## config.mk

```make
export PLATFORM = sky130hd
export DESIGN_NAME = execute_md_flat
export DESIGN_NICKNAME = d
export VERILOG_FILES = /design/src/rtl/ex_pkg.sv /design/src/rtl/execute_md_if.sv /design/src/rtl/alu.sv /design/src/rtl/iter_muldiv.sv /design/src/rtl/execute_md.sv /design/src/flat_wrapper.sv
export SDC_FILE = /design/constraint.sdc
export NUM_CORES = 2
export LEC_CHECK = 0
export CAP_MARGIN = 20
export CORE_ASPECT_RATIO = 0.8
export CORE_UTILIZATION = 35
export CTS_CLUSTER_DIAMETER = 150
export DETAILED_ROUTE_END_ITERATION = 6
export GPL_TIMING_DRIVEN = 0
export PLACE_DENSITY = 0.5
export SLEW_MARGIN = 30
export SYNTH_ARGS = -nofsm -noshare
export SYNTH_HDL_FRONTEND = slang
export SYNTH_HIERARCHICAL = 1
export SYNTH_SLANG_ARGS = --single-unit
```

## constraint.sdc

```tcl
create_clock -name clk -period 8.9 [get_ports clk]
set_input_delay 1.335 -clock clk [delete_from_list [all_inputs] [get_ports clk]]
set_output_delay 1.335 -clock clk [all_outputs]
set_load 0.05 [all_outputs]
```

## src/rtl/ex_pkg.sv

```systemverilog
// ex_pkg: function codes, mul/div FSM states and decode helper for the execute stage.
package ex_pkg;
    localparam logic [5:0] FN_ADD  = 6'h00, FN_SUB = 6'h01, FN_AND = 6'h02, FN_OR  = 6'h03,
                           FN_XOR  = 6'h04, FN_SLL = 6'h05, FN_SRL = 6'h06, FN_SRA = 6'h07,
                           FN_SLT  = 6'h08, FN_SLTU = 6'h09;
    localparam logic [5:0] FN_MULS = 6'h0e, FN_MULU = 6'h16, FN_DIVS = 6'h0f, FN_DIVU = 6'h17;
    typedef enum logic [1:0] {IDLE, RUN, DONE} md_state_t;
    function automatic logic is_md(input logic [5:0] fn);
        return fn inside {FN_MULS, FN_MULU, FN_DIVS, FN_DIVU};
    endfunction
endpackage

```

## src/rtl/execute_md_if.sv

```systemverilog
// execute_md_if: decode-side inputs, forwarding sources and EX/MEM outputs of the execute stage.
interface execute_md_if #(parameter int XLEN = 32, REGW = 5, CTRLW = 9);
    logic             in_valid, reg_lock, flush;
    logic [CTRLW-1:0] ctrl;
    logic [5:0]       alu_ctrl;
    logic [XLEN-1:0]  busA, busB, imm_ext;
    logic [2:0]       dmem_info;
    logic [REGW-1:0]  regA, regB, write_reg;
    logic [REGW-1:0]  write_reg_mem, write_reg_wb;
    logic [XLEN-1:0]  write_val_mem, write_val_wb;
    logic             reg_write_mem, reg_write_wb;
    logic             stall, md_busy, valid_reg;
    logic [CTRLW-1:0] ctrl_reg;
    logic [5:0]       alu_ctrl_reg;
    logic [XLEN-1:0]  result_reg, hi_reg, write_data_reg;
    logic [2:0]       dmem_info_reg;
    logic [REGW-1:0]  write_reg_reg;
    modport master (
        output in_valid, reg_lock, flush, ctrl, alu_ctrl, busA, busB, imm_ext, dmem_info,
               regA, regB, write_reg, write_reg_mem, write_val_mem, reg_write_mem,
               write_reg_wb, write_val_wb, reg_write_wb,
        input  stall, md_busy, valid_reg, ctrl_reg, alu_ctrl_reg, result_reg, hi_reg,
               write_data_reg, dmem_info_reg, write_reg_reg
    );
    modport slave (
        input  in_valid, reg_lock, flush, ctrl, alu_ctrl, busA, busB, imm_ext, dmem_info,
               regA, regB, write_reg, write_reg_mem, write_val_mem, reg_write_mem,
               write_reg_wb, write_val_wb, reg_write_wb,
        output stall, md_busy, valid_reg, ctrl_reg, alu_ctrl_reg, result_reg, hi_reg,
               write_data_reg, dmem_info_reg, write_reg_reg
    );
endinterface

```

## src/rtl/alu.sv

```systemverilog
// alu: single-cycle combinational integer unit.
module alu import ex_pkg::*; #(parameter int XLEN = 32) (
    input  logic [5:0]      fn,
    input  logic [XLEN-1:0] a,
    input  logic [XLEN-1:0] b,
    output logic [XLEN-1:0] y
);
    localparam int SW = $clog2(XLEN);
    logic [SW-1:0] sh;
    assign sh = b[SW-1:0];
    always_comb begin
        case (fn)
            FN_ADD:  y = a + b;
            FN_SUB:  y = a - b;
            FN_AND:  y = a & b;
            FN_OR:   y = a | b;
            FN_XOR:  y = a ^ b;
            FN_SLL:  y = a << sh;
            FN_SRL:  y = a >> sh;
            FN_SRA:  y = XLEN'($signed(a) >>> sh);
            FN_SLT:  y = XLEN'($signed(a) < $signed(b));
            FN_SLTU: y = XLEN'(a < b);
            default: y = '0;
        endcase
    end
endmodule

```

## src/rtl/iter_muldiv.sv

```systemverilog
// iter_muldiv: one-bit-per-cycle shift-add multiplier / restoring divider on operand magnitudes,
// with sign correction applied combinationally once the FSM reaches DONE.
module iter_muldiv import ex_pkg::*; #(parameter int XLEN = 32) (
    input  logic            clk,
    input  logic            rst_n,
    input  logic            start,
    input  logic            flush,
    input  logic            hold,
    input  logic [5:0]      op,
    input  logic [XLEN-1:0] a,
    input  logic [XLEN-1:0] b,
    output logic            busy,
    output logic            stall,
    output logic            done,
    output logic [XLEN-1:0] lo,
    output logic [XLEN-1:0] hi
);
    localparam int CW = $clog2(XLEN);
    md_state_t         state, state_nx;
    logic [CW-1:0]     cnt;
    logic [XLEN-1:0]   acc, mq, mb;
    logic              sa, sb, div, sgn, go, last;
    logic [XLEN:0]     sum, trial;
    logic [2*XLEN-1:0] prod;
    assign sgn   = op inside {FN_MULS, FN_DIVS};
    assign go    = state == IDLE && start && !flush;
    assign last  = cnt == CW'(XLEN - 1);
    assign busy  = state != IDLE;
    assign stall = go || state == RUN;
    assign done  = state == DONE;
    assign sum   = {1'b0, acc} + {1'b0, (mq[0] ? mb : {XLEN{1'b0}})};
    assign trial = {acc, mq[XLEN-1]} - {1'b0, mb};
    assign prod  = (sa ^ sb) ? -{acc, mq} : {acc, mq};
    // a zero divisor keeps the all-ones quotient regardless of the dividend's sign
    assign lo = div ? ((sa ^ sb) && mb != '0 ? -mq : mq) : prod[XLEN-1:0];
    assign hi = div ? (sa ? -acc : acc) : prod[2*XLEN-1:XLEN];
    always_comb begin
        state_nx = state;
        if (flush) state_nx = IDLE;
        else if (go) state_nx = RUN;
        else if (state == RUN && last) state_nx = DONE;
        else if (done && !hold) state_nx = IDLE;
    end
    always_ff @(posedge clk or negedge rst_n) begin
        if (!rst_n) begin
            state <= IDLE;
            cnt   <= '0;
            acc   <= '0;
            mq    <= '0;
            mb    <= '0;
            sa    <= 1'b0;
            sb    <= 1'b0;
            div   <= 1'b0;
        end else begin
            state <= state_nx;
            if (go) begin
                sa  <= sgn && a[XLEN-1];
                sb  <= sgn && b[XLEN-1];
                mq  <= sgn && a[XLEN-1] ? -a : a;
                mb  <= sgn && b[XLEN-1] ? -b : b;
                div <= op inside {FN_DIVS, FN_DIVU};
                acc <= '0;
                cnt <= '0;
            end else if (state == RUN) begin
                cnt <= cnt + 1'b1;
                if (div) begin
                    acc <= trial[XLEN] ? {acc[XLEN-2:0], mq[XLEN-1]} : trial[XLEN-1:0];
                    mq  <= {mq[XLEN-2:0], !trial[XLEN]};
                end else begin
                    {acc, mq} <= {sum, mq[XLEN-1:1]};
                end
            end
        end
    end
endmodule

```

## src/rtl/execute_md.sv

```systemverilog
// execute_md: EX stage with MEM/WB forwarding, iterative mul/div with stall, and the EX/MEM register.
module execute_md import ex_pkg::*; #(parameter int XLEN = 32, REGW = 5, CTRLW = 9) (
    input logic         clk,
    input logic         rst_n,
    execute_md_if.slave s
);
    logic [XLEN-1:0] fwd_a, fwd_b, alu_b, alu_y, md_lo, md_hi;
    logic            md_done, bubble;
    assign fwd_a = s.regA != '0 && s.reg_write_mem && s.regA == s.write_reg_mem ? s.write_val_mem :
                   s.regA != '0 && s.reg_write_wb && s.regA == s.write_reg_wb ? s.write_val_wb : s.busA;
    assign fwd_b = s.regB != '0 && s.reg_write_mem && s.regB == s.write_reg_mem ? s.write_val_mem :
                   s.regB != '0 && s.reg_write_wb && s.regB == s.write_reg_wb ? s.write_val_wb : s.busB;
    assign alu_b  = s.ctrl[1] ? s.imm_ext : fwd_b;
    assign bubble = s.stall || s.flush;
    alu #(.XLEN(XLEN)) u_alu (.fn(s.alu_ctrl), .a(fwd_a), .b(alu_b), .y(alu_y));
    iter_muldiv #(.XLEN(XLEN)) u_md (
        .clk(clk), .rst_n(rst_n), .start(s.in_valid && is_md(s.alu_ctrl)), .flush(s.flush),
        .hold(s.reg_lock), .op(s.alu_ctrl), .a(fwd_a), .b(fwd_b), .busy(s.md_busy),
        .stall(s.stall), .done(md_done), .lo(md_lo), .hi(md_hi)
    );
    always_ff @(posedge clk or negedge rst_n) begin
        if (!rst_n) begin
            s.valid_reg      <= 1'b0;
            s.ctrl_reg       <= '0;
            s.alu_ctrl_reg   <= '0;
            s.result_reg     <= '0;
            s.hi_reg         <= '0;
            s.write_data_reg <= '0;
            s.dmem_info_reg  <= '0;
            s.write_reg_reg  <= '0;
        end else if (!s.reg_lock) begin
            s.valid_reg      <= s.in_valid && !bubble;
            s.ctrl_reg       <= bubble ? '0 : s.ctrl;
            s.alu_ctrl_reg   <= s.alu_ctrl;
            s.result_reg     <= md_done ? md_lo : alu_y;
            s.hi_reg         <= md_done ? md_hi : '0;
            s.write_data_reg <= fwd_b;
            s.dmem_info_reg  <= s.dmem_info;
            s.write_reg_reg  <= s.write_reg;
        end
    end
endmodule

```

## src/flat_wrapper.sv

```systemverilog
// flat-port wrapper written by rule: the top's interface ports become plain ports
module execute_md_flat import ex_pkg::*;
#(parameter int XLEN = 32, REGW = 5, CTRLW = 9)
  (clk, rst_n, s_in_valid, s_reg_lock, s_flush, s_ctrl, s_alu_ctrl, s_busA, s_busB, s_imm_ext, s_dmem_info, s_regA, s_regB, s_write_reg, s_write_reg_mem, s_write_val_mem, s_reg_write_mem, s_write_reg_wb, s_write_val_wb, s_reg_write_wb, s_stall, s_md_busy, s_valid_reg, s_ctrl_reg, s_alu_ctrl_reg, s_result_reg, s_hi_reg, s_write_data_reg, s_dmem_info_reg, s_write_reg_reg);
  execute_md_if #(.XLEN(XLEN), .REGW(REGW), .CTRLW(CTRLW)) s_i ();
  input logic clk;
  input logic rst_n;
  input wire logic [$bits(s_i.in_valid)-1:0] s_in_valid;
  input wire logic [$bits(s_i.reg_lock)-1:0] s_reg_lock;
  input wire logic [$bits(s_i.flush)-1:0] s_flush;
  input wire logic [$bits(s_i.ctrl)-1:0] s_ctrl;
  input wire logic [$bits(s_i.alu_ctrl)-1:0] s_alu_ctrl;
  input wire logic [$bits(s_i.busA)-1:0] s_busA;
  input wire logic [$bits(s_i.busB)-1:0] s_busB;
  input wire logic [$bits(s_i.imm_ext)-1:0] s_imm_ext;
  input wire logic [$bits(s_i.dmem_info)-1:0] s_dmem_info;
  input wire logic [$bits(s_i.regA)-1:0] s_regA;
  input wire logic [$bits(s_i.regB)-1:0] s_regB;
  input wire logic [$bits(s_i.write_reg)-1:0] s_write_reg;
  input wire logic [$bits(s_i.write_reg_mem)-1:0] s_write_reg_mem;
  input wire logic [$bits(s_i.write_val_mem)-1:0] s_write_val_mem;
  input wire logic [$bits(s_i.reg_write_mem)-1:0] s_reg_write_mem;
  input wire logic [$bits(s_i.write_reg_wb)-1:0] s_write_reg_wb;
  input wire logic [$bits(s_i.write_val_wb)-1:0] s_write_val_wb;
  input wire logic [$bits(s_i.reg_write_wb)-1:0] s_reg_write_wb;
  output wire logic [$bits(s_i.stall)-1:0] s_stall;
  output wire logic [$bits(s_i.md_busy)-1:0] s_md_busy;
  output wire logic [$bits(s_i.valid_reg)-1:0] s_valid_reg;
  output wire logic [$bits(s_i.ctrl_reg)-1:0] s_ctrl_reg;
  output wire logic [$bits(s_i.alu_ctrl_reg)-1:0] s_alu_ctrl_reg;
  output wire logic [$bits(s_i.result_reg)-1:0] s_result_reg;
  output wire logic [$bits(s_i.hi_reg)-1:0] s_hi_reg;
  output wire logic [$bits(s_i.write_data_reg)-1:0] s_write_data_reg;
  output wire logic [$bits(s_i.dmem_info_reg)-1:0] s_dmem_info_reg;
  output wire logic [$bits(s_i.write_reg_reg)-1:0] s_write_reg_reg;
  assign s_i.in_valid = s_in_valid;
  assign s_i.reg_lock = s_reg_lock;
  assign s_i.flush = s_flush;
  assign s_i.ctrl = s_ctrl;
  assign s_i.alu_ctrl = s_alu_ctrl;
  assign s_i.busA = s_busA;
  assign s_i.busB = s_busB;
  assign s_i.imm_ext = s_imm_ext;
  assign s_i.dmem_info = s_dmem_info;
  assign s_i.regA = s_regA;
  assign s_i.regB = s_regB;
  assign s_i.write_reg = s_write_reg;
  assign s_i.write_reg_mem = s_write_reg_mem;
  assign s_i.write_val_mem = s_write_val_mem;
  assign s_i.reg_write_mem = s_reg_write_mem;
  assign s_i.write_reg_wb = s_write_reg_wb;
  assign s_i.write_val_wb = s_write_val_wb;
  assign s_i.reg_write_wb = s_reg_write_wb;
  assign s_stall = s_i.stall;
  assign s_md_busy = s_i.md_busy;
  assign s_valid_reg = s_i.valid_reg;
  assign s_ctrl_reg = s_i.ctrl_reg;
  assign s_alu_ctrl_reg = s_i.alu_ctrl_reg;
  assign s_result_reg = s_i.result_reg;
  assign s_hi_reg = s_i.hi_reg;
  assign s_write_data_reg = s_i.write_data_reg;
  assign s_dmem_info_reg = s_i.dmem_info_reg;
  assign s_write_reg_reg = s_i.write_reg_reg;
  execute_md #(.XLEN(XLEN), .REGW(REGW), .CTRLW(CTRLW)) u_core (.clk(clk), .rst_n(rst_n), .s(s_i));
endmodule
```

=== Word level (Yosys, flattened, before mapping) ===
Cells that the tools add are included.
Widths: inputs -> output; s select.

* Add/sub/neg operators: 10
* Magnitude comparators: 2
* Equality and inequality tests: 20
* Shifts and indexed selects: 3
* Multiplexer cells: 30
* Bitwise logic cells: 4
* Reduce and logical (&&, ||, !) cells: 34

{| class="wikitable"
|+ Operators with widths
! cell !! count
|-
| $mux 32 || 21
|-
| $pmux 32 s10 || 1
|-
| $neg 32->32 || 4
|-
| $lt 32x32->1 || 2
|-
| $mux 64 || 1
|-
| $neg 64->64 || 1
|-
| $add 32x32->33 || 1
|-
| $sub 33x32->33 || 1
|-
| $add 32x32->32 || 1
|-
| $and 32x32->32 || 1
|-
| $or 32x32->32 || 1
|-
| $reduce_bool 32->1 || 1
|-
| $shl 32x5->32 || 1
|-
| $shr 32x5->32 || 1
|-
| $sshr 32x5->32 || 1
|-
| $sub 32x32->32 || 1
|-
| $xor 32x32->32 || 1
|-
| $eq 6x3->1 const B || 4
|-
| $eq 6x4->1 const B || 4
|-
| $eq 5x5->1 || 4
|-
| $logic_and 1x1->1 || 17
|-
| $eq 6x2->1 const B || 2
|-
| $eq 6x5->1 const B || 2
|-
| $mux 5 || 2
|-
| other kinds (15) || 27
|}

* Bits in registers: 226
* Bits of input ports: 210
* Output and inout bits: 122
* Logic and storage cells: 119

=== Longest topological paths before layout ===
* Word-level depth: 9
* Mapped depth: 24
* Gate-level depth less buffers: 20

=== Modules after synthesis ===
Netlist, hierarchy kept.

{| class="wikitable"
|+ By module, submodules not included
! module !! times used !! cells an instance !! area each (µm²) !! sequential area each (µm²)
|-
| iter_muldiv || 1 || 1526 || 11589.9 || 2652.5
|-
| alu || 1 || 1267 || 8418.1 || 0.0
|-
| execute_md || 1 || 866 || 7322.0 || 3002.9
|}

=== Worst setup path after synthesis ===
No wires, ideal clock.

* Kind: in2reg
* Start point: in s_regB[0]
* End point: reg u_core.s.result_reg[28]
* Library setup time: 133 ps
* Arrival: 6193 ps
* Required time: 8767 ps
* Path slack: 2574 ps
* Stages: 24
* Path buffers: 6
* Cell sequence: xor2_1 > nor4_2 > and2_0 > buf_2 > buf_4 > o31ai_1 > o21ai_0 > clkinv_1 > buf_2 > buf_2 > buf_2 > ha_1 > buf_2 > nor2b_1 > o21ai_2 > a2111oi_2 > o31a_1 > o311a_4 > o221ai_2 > o21ba_1 > nor2_1 > o32a_1 > mux2i_1 > o21ai_0

* Cells in the longest elaborated chain, start to end: 9
* Elaborated cells between the ends (all ways): 20
* Those cells by class: add/sub: 2; eq/ne: 2; shift: 3; mux: 5; bitwise: 3; reduce/logical: 5

{| class="wikitable"
|+ RTL lines
! item !! RTL line !! source
|-
| from (decl) || flat_wrapper.sv:18 || <nowiki>input wire logic [$bits(s_i.regB)-1:0] s_regB;</nowiki>
|-
| $reduce_bool 5->1 || execute_md.sv:11, execute_md.sv:12 ||
|-
| $logic_and 1x1->1 (2 in a row) || execute_md.sv:12 || <nowiki>s.regB != '0 && s.reg_write_wb && s.regB == s.write_reg_wb ? s.write_val_wb : s.busB;</nowiki>
|-
| $mux 32 || execute_md.sv:12 ||
|-
| $mux 32 * || execute_md.sv:11 || <nowiki>assign fwd_b = s.regB != '0 && s.reg_write_mem && s.regB == s.write_reg_mem ? s.write_val_mem :</nowiki>
|-
| $mux 32 * || execute_md.sv:13 || <nowiki>assign alu_b = s.ctrl[1] ? s.imm_ext : fwd_b;</nowiki>
|-
| net u_core.alu_b[2] || execute_md.sv:7 || <nowiki>logic [XLEN-1:0] fwd_a, fwd_b, alu_b, alu_y, md_lo, md_hi;</nowiki>
|-
| $sub 32x32->32 (tied with other cells) || alu.sv:14 || <nowiki>FN_SUB: y = a - b;</nowiki>
|-
| $pmux 32 s10 * || alu.sv:12 || <nowiki>case (fn)</nowiki>
|-
| net u_core.alu_y[28] || execute_md.sv:7 ||
|-
| $mux 32 * || execute_md.sv:35 || <nowiki>s.result_reg <= md_done ? md_lo : alu_y;</nowiki>
|-
| to (signal assigned) || execute_md.sv:35 ||
|-
| to (decl) || execute_md_if.sv:29 || <nowiki>output stall, md_busy, valid_reg, ctrl_reg, alu_ctrl_reg, result_reg, hi_reg,</nowiki>
|}

The timed path passes the listed nets; every way through them passes the cells marked *.
A chain may end at the register's enable or synchronous reset.

=== Final worst setup path ===
* Start point: in s_regB[1]
* End point: reg u_core.s.result_reg[30]

Same word-level chain as after synthesis.

==> run_results.csv <==
group,metric,value,unit
yosys,synth_top_area_cell,"dfrtp_1",
cts,clock_latency,560,ps
yosys,synth-async-reset-ratio,1.00,
cts,htree_levels,1,
setup_path,crit_type,"input pin to flip-flop",
sta,period_minus_slack,8620,ps
route,drt_iter0_drc,4149,
cts,clockBufferDepth,3,
sta,finalHoldViolCount,0,
power_and_ir_drop,switching_power,3.66,mW
sta,worst_pin_slew,1100,ps
route,drc,0,
power_and_ir_drop,irDropWorstVdd,0.162,mV
outcome,outcome,"complete, no violations",
power_and_ir_drop,p_per_area,213,nW/µm²
sta,whs,480,ps
setup_path,crit_buf_inv,7,
yosys,netlist_area,27300,µm²
place,dp_hpwl,121,mm
setup_path,critical_path.top_delay_family,"compound AO/OA/AOI/OAI gates",
sta,final_max_slew_viol_count,0,
yosys,ys_ff_latch,226,
power_and_ir_drop,power_frac_clock,0.154,
route,drt_first_pass_iters,6,
global_route,grt_pass1_vias,29100,
floorplan,die_h,252,µm
setup_path,critical_path.max_fanout,12,
setup_path,path_cells,"clkdlybuf4s50_1 > xor2_1 > a211oi_1 > and2_0 > buf_2 > buf_4 > o31ai_4 > o21ai_0 > buf_2 > clkinv_1 > buf_2 > clkbuf_1 > fa_1 > nor2b_1 > o21ai_2 > a2111oi_2 > o31a_1 > o311a_4 > o22ai_4 > a211o_1 > o211a_1 > nand3_1 > mux2i_2 > o21ai_0",
setup_path,required,9310,ps
power_and_ir_drop,p_int,3.51,mW
route,ant_nets,0,
yosys,synthSimpleGateAreaFrac,0.199,
place,port_buffers,330,
yosys,synth_warnings,6,
setup_path,crit_arrival,9020,ps
sta,slew_headroom,0.260,
yosys,synth_xor_area_frac,0.0699,
final_layout,layout_common_cells,"470 x nand2_1, 354 x o21ai_0, 329 x clkdlybuf4s50_1",
setup_path,slowest_stage,"o21ai_0",
final_layout,drive_above_1_share,0.0733,
power_and_ir_drop,p_leak,13.4,nW
final_layout,area_growth_syn_to_layout,22.9,%
yosys,synth_cell_types,104,
final_layout,layout.nets,4433,
final_layout,finalNonFillerCells,5100,
global_route,grt-ovfl-total,0,
sta,finalCritPeriodShare,0.968,
yosys,yosysSeqAreaShare,0.207,
global_route,grt_usage,0.362,
cts,clk_pin_slew,60,ps
route,vias,31100,
place,gp_congestion,1.06,
route,wirelength,147,mm
global_route,grt_max_degree,61,
run,drv_cap,0,
power_and_ir_drop,fin_total_pwr,7.16,mW
yosys,synthMuxAreaShare,0.100,
sta,finClkSkew,18.2,ps
setup_path,crit_path_max_incr_delay,680,ps
yosys,synth_cells,3659,
worst_hold_path,min_path_type,"flip-flop to flip-flop",
cts,cts_hold_repair.buffers,0,
cts,cts_root_buf,"clkbuf_16",
power_and_ir_drop,swShare,0.510,
yosys,synth_top_family_by_area,"compound AO/OA/AOI/OAI gates",
place,placement.cell_area,32700,µm²
yosys,synth_compound_area_frac,0.273,
setup_path,cp-start-kind,"input pin",
floorplan,dieArea,79200,µm²
floorplan,die_w,314,µm
route,vias_per_cell,6.11,
global_route,antenna_found_initial,11,
place,dp.cells,5048,
floorplan,coreArea,77200,µm²
power_and_ir_drop,p_comb_frac,0.617,
floorplan,num_rows,91,
global_route,grt_first_pass_wirelength,211,mm
final_layout,final_area,33600,µm²
yosys,synth_edf_count,0,
power_and_ir_drop,pwr-share-seq,0.229,
yosys,ys.flop_type,"dfrtp_1",
cts,cts_tree,"built",
yosys,synth.area.top_cells,"dfrtp_1 21%, ha_1 7.7%, o21ai_0 7.3%",
yosys,postSynthAreaPerCell,7.47,µm²
floorplan,start_util,0.354,
yosys,synthesis.nets,4041,
setup_path,r2r_slack,4150,ps
yosys,yosys.area_share.adder,0.0798,
sta,setup_viol,0,
setup_path,crit_top_cell,"buf_2",
setup_path,end_kind,"flip-flop",
yosys,netlist.area_leader.share,0.207,
sta,rsz0062_at_grt,"no",
final_layout,mostFrequentLayoutCell,"nand2_1",
cts,cts_buffers,24,
cts,cts.sinks,226,
floorplan,io_pins,332,
sta,max_freq,116,MHz
final_layout,nFillCells,8062,
route,wl_per_cell,28.9,µm
-- power by group through the flow --
stage | sequential [mW] | clock [mW] | combinational, mW
global placement | 1.64 | 0 | 4.24
detailed placement | 1.63 | 0 | 4.26
global route | 1.66 | 1.16 | 4.74
CTS | 1.61 | 1.11 | 4.28
floorplan | 1.60 | 0 | 2.82
finish | 1.64 | 1.10 | 4.42
-- final timing paths --
path	depth (start not counted)	to	from
worst max-delay path	24	u_core/s.result_reg[30]	s_regB[1]
worst min-delay path	2	u_core/u_md/mb[4]	u_core/u_md/mb[4]
worst max register to register	13	u_core/u_md/acc[17]	u_core/u_md/acc[0]
worst min register to register	2	u_core/u_md/mb[4]	u_core/u_md/mb[4]
max in group asynchronous	4	u_core/s.write_data_reg[1]	rst_n
min in group asynchronous	1	u_core/s.result_reg[16]	rst_n
-- worst register-to-register path, delay by kind of cell (launching register included) --
family	cells	cell delay (ps)
AOI/OAI and AO/OA	6	2300
buffers and inverters	3	660
and+or+nand+nor	3	660
DFF	1	530
adders and majority gates	1	500
-- metal layers --
metal / vias to the layer above / wire length [µm] / track usage
met3: 186 / 18300 / 0.111
met4: 2 / 4060 / 0.0895
li1: 14000 / - / -
met1: 15100 / 70200 / 0.560
met5: - / 15 / 0
met2: 1790 / 54700 / 0.470
-- Yosys cell counts, types with 26 or more instances --
cell type and count:
nand2_1 470, o21ai_0 396, nor2_1 289, a21oi_1 246, inv_1 229, dfrtp_1 226
mux2i_1 176, clkbuf_1 173, ha_1 168, xnor2_1 145, nor3_1 73, xor2_1 73
o211ai_1 64, a31oi_1 58, o31ai_1 50, nand3_1 43, a211oi_1 40, buf_2 37
nand3b_1 37, nor4_1 34, and4_1 33, buf_1 30, mux4_2 30, o21ai_1 30
a21o_1 28, or3_1 26
-- kinds of logic (layout without fill, tap and decap cells) --
kind of cell | count (synthesis) | after routing
adders and majority gates | 172 | 172
xor gates and xnor gates | 218 | 218
DFF | 226 | 226
other | 0 | 9
muxes | 232 | 232
and+or+nand+nor | 1150 | 1150
AOI/OAI and AO/OA | 1175 | 1175
buffers and inverters | 486 | 895
-- layout make-up --
class	count	area, µm²	share of cell area
flip-flops and latches	226	5660	0.168
well taps	1023	1280	0.0381
multi-input cells	2947	20100	0.597
plain buffers	254	1090	0.0324
inverters	232	871	0.0259
clock inverters	10	140	0.00417
diodes	9	22.5	0.000670
clock buffers	33	686	0.0204
repair buffers	366	3790	0.113
-- stage by stage --
step	TNS (ps)	util	setup slack [ps]
global placement	-912160	0.413	-3990
floorplan	0	-	2570
CTS	0	0.435	309
detailed placement	-267	0.424	-267
global route	0	0.435	50.9
finish	0	0.435	283
-- repair_timing --
action	CTS	global route
gates resized for setup	0	1
endpoints found under the hold margin	0	0
endpoints found under the setup margin	0	1
buffers inserted	0	0
Power figures use the tool's default switching activity.
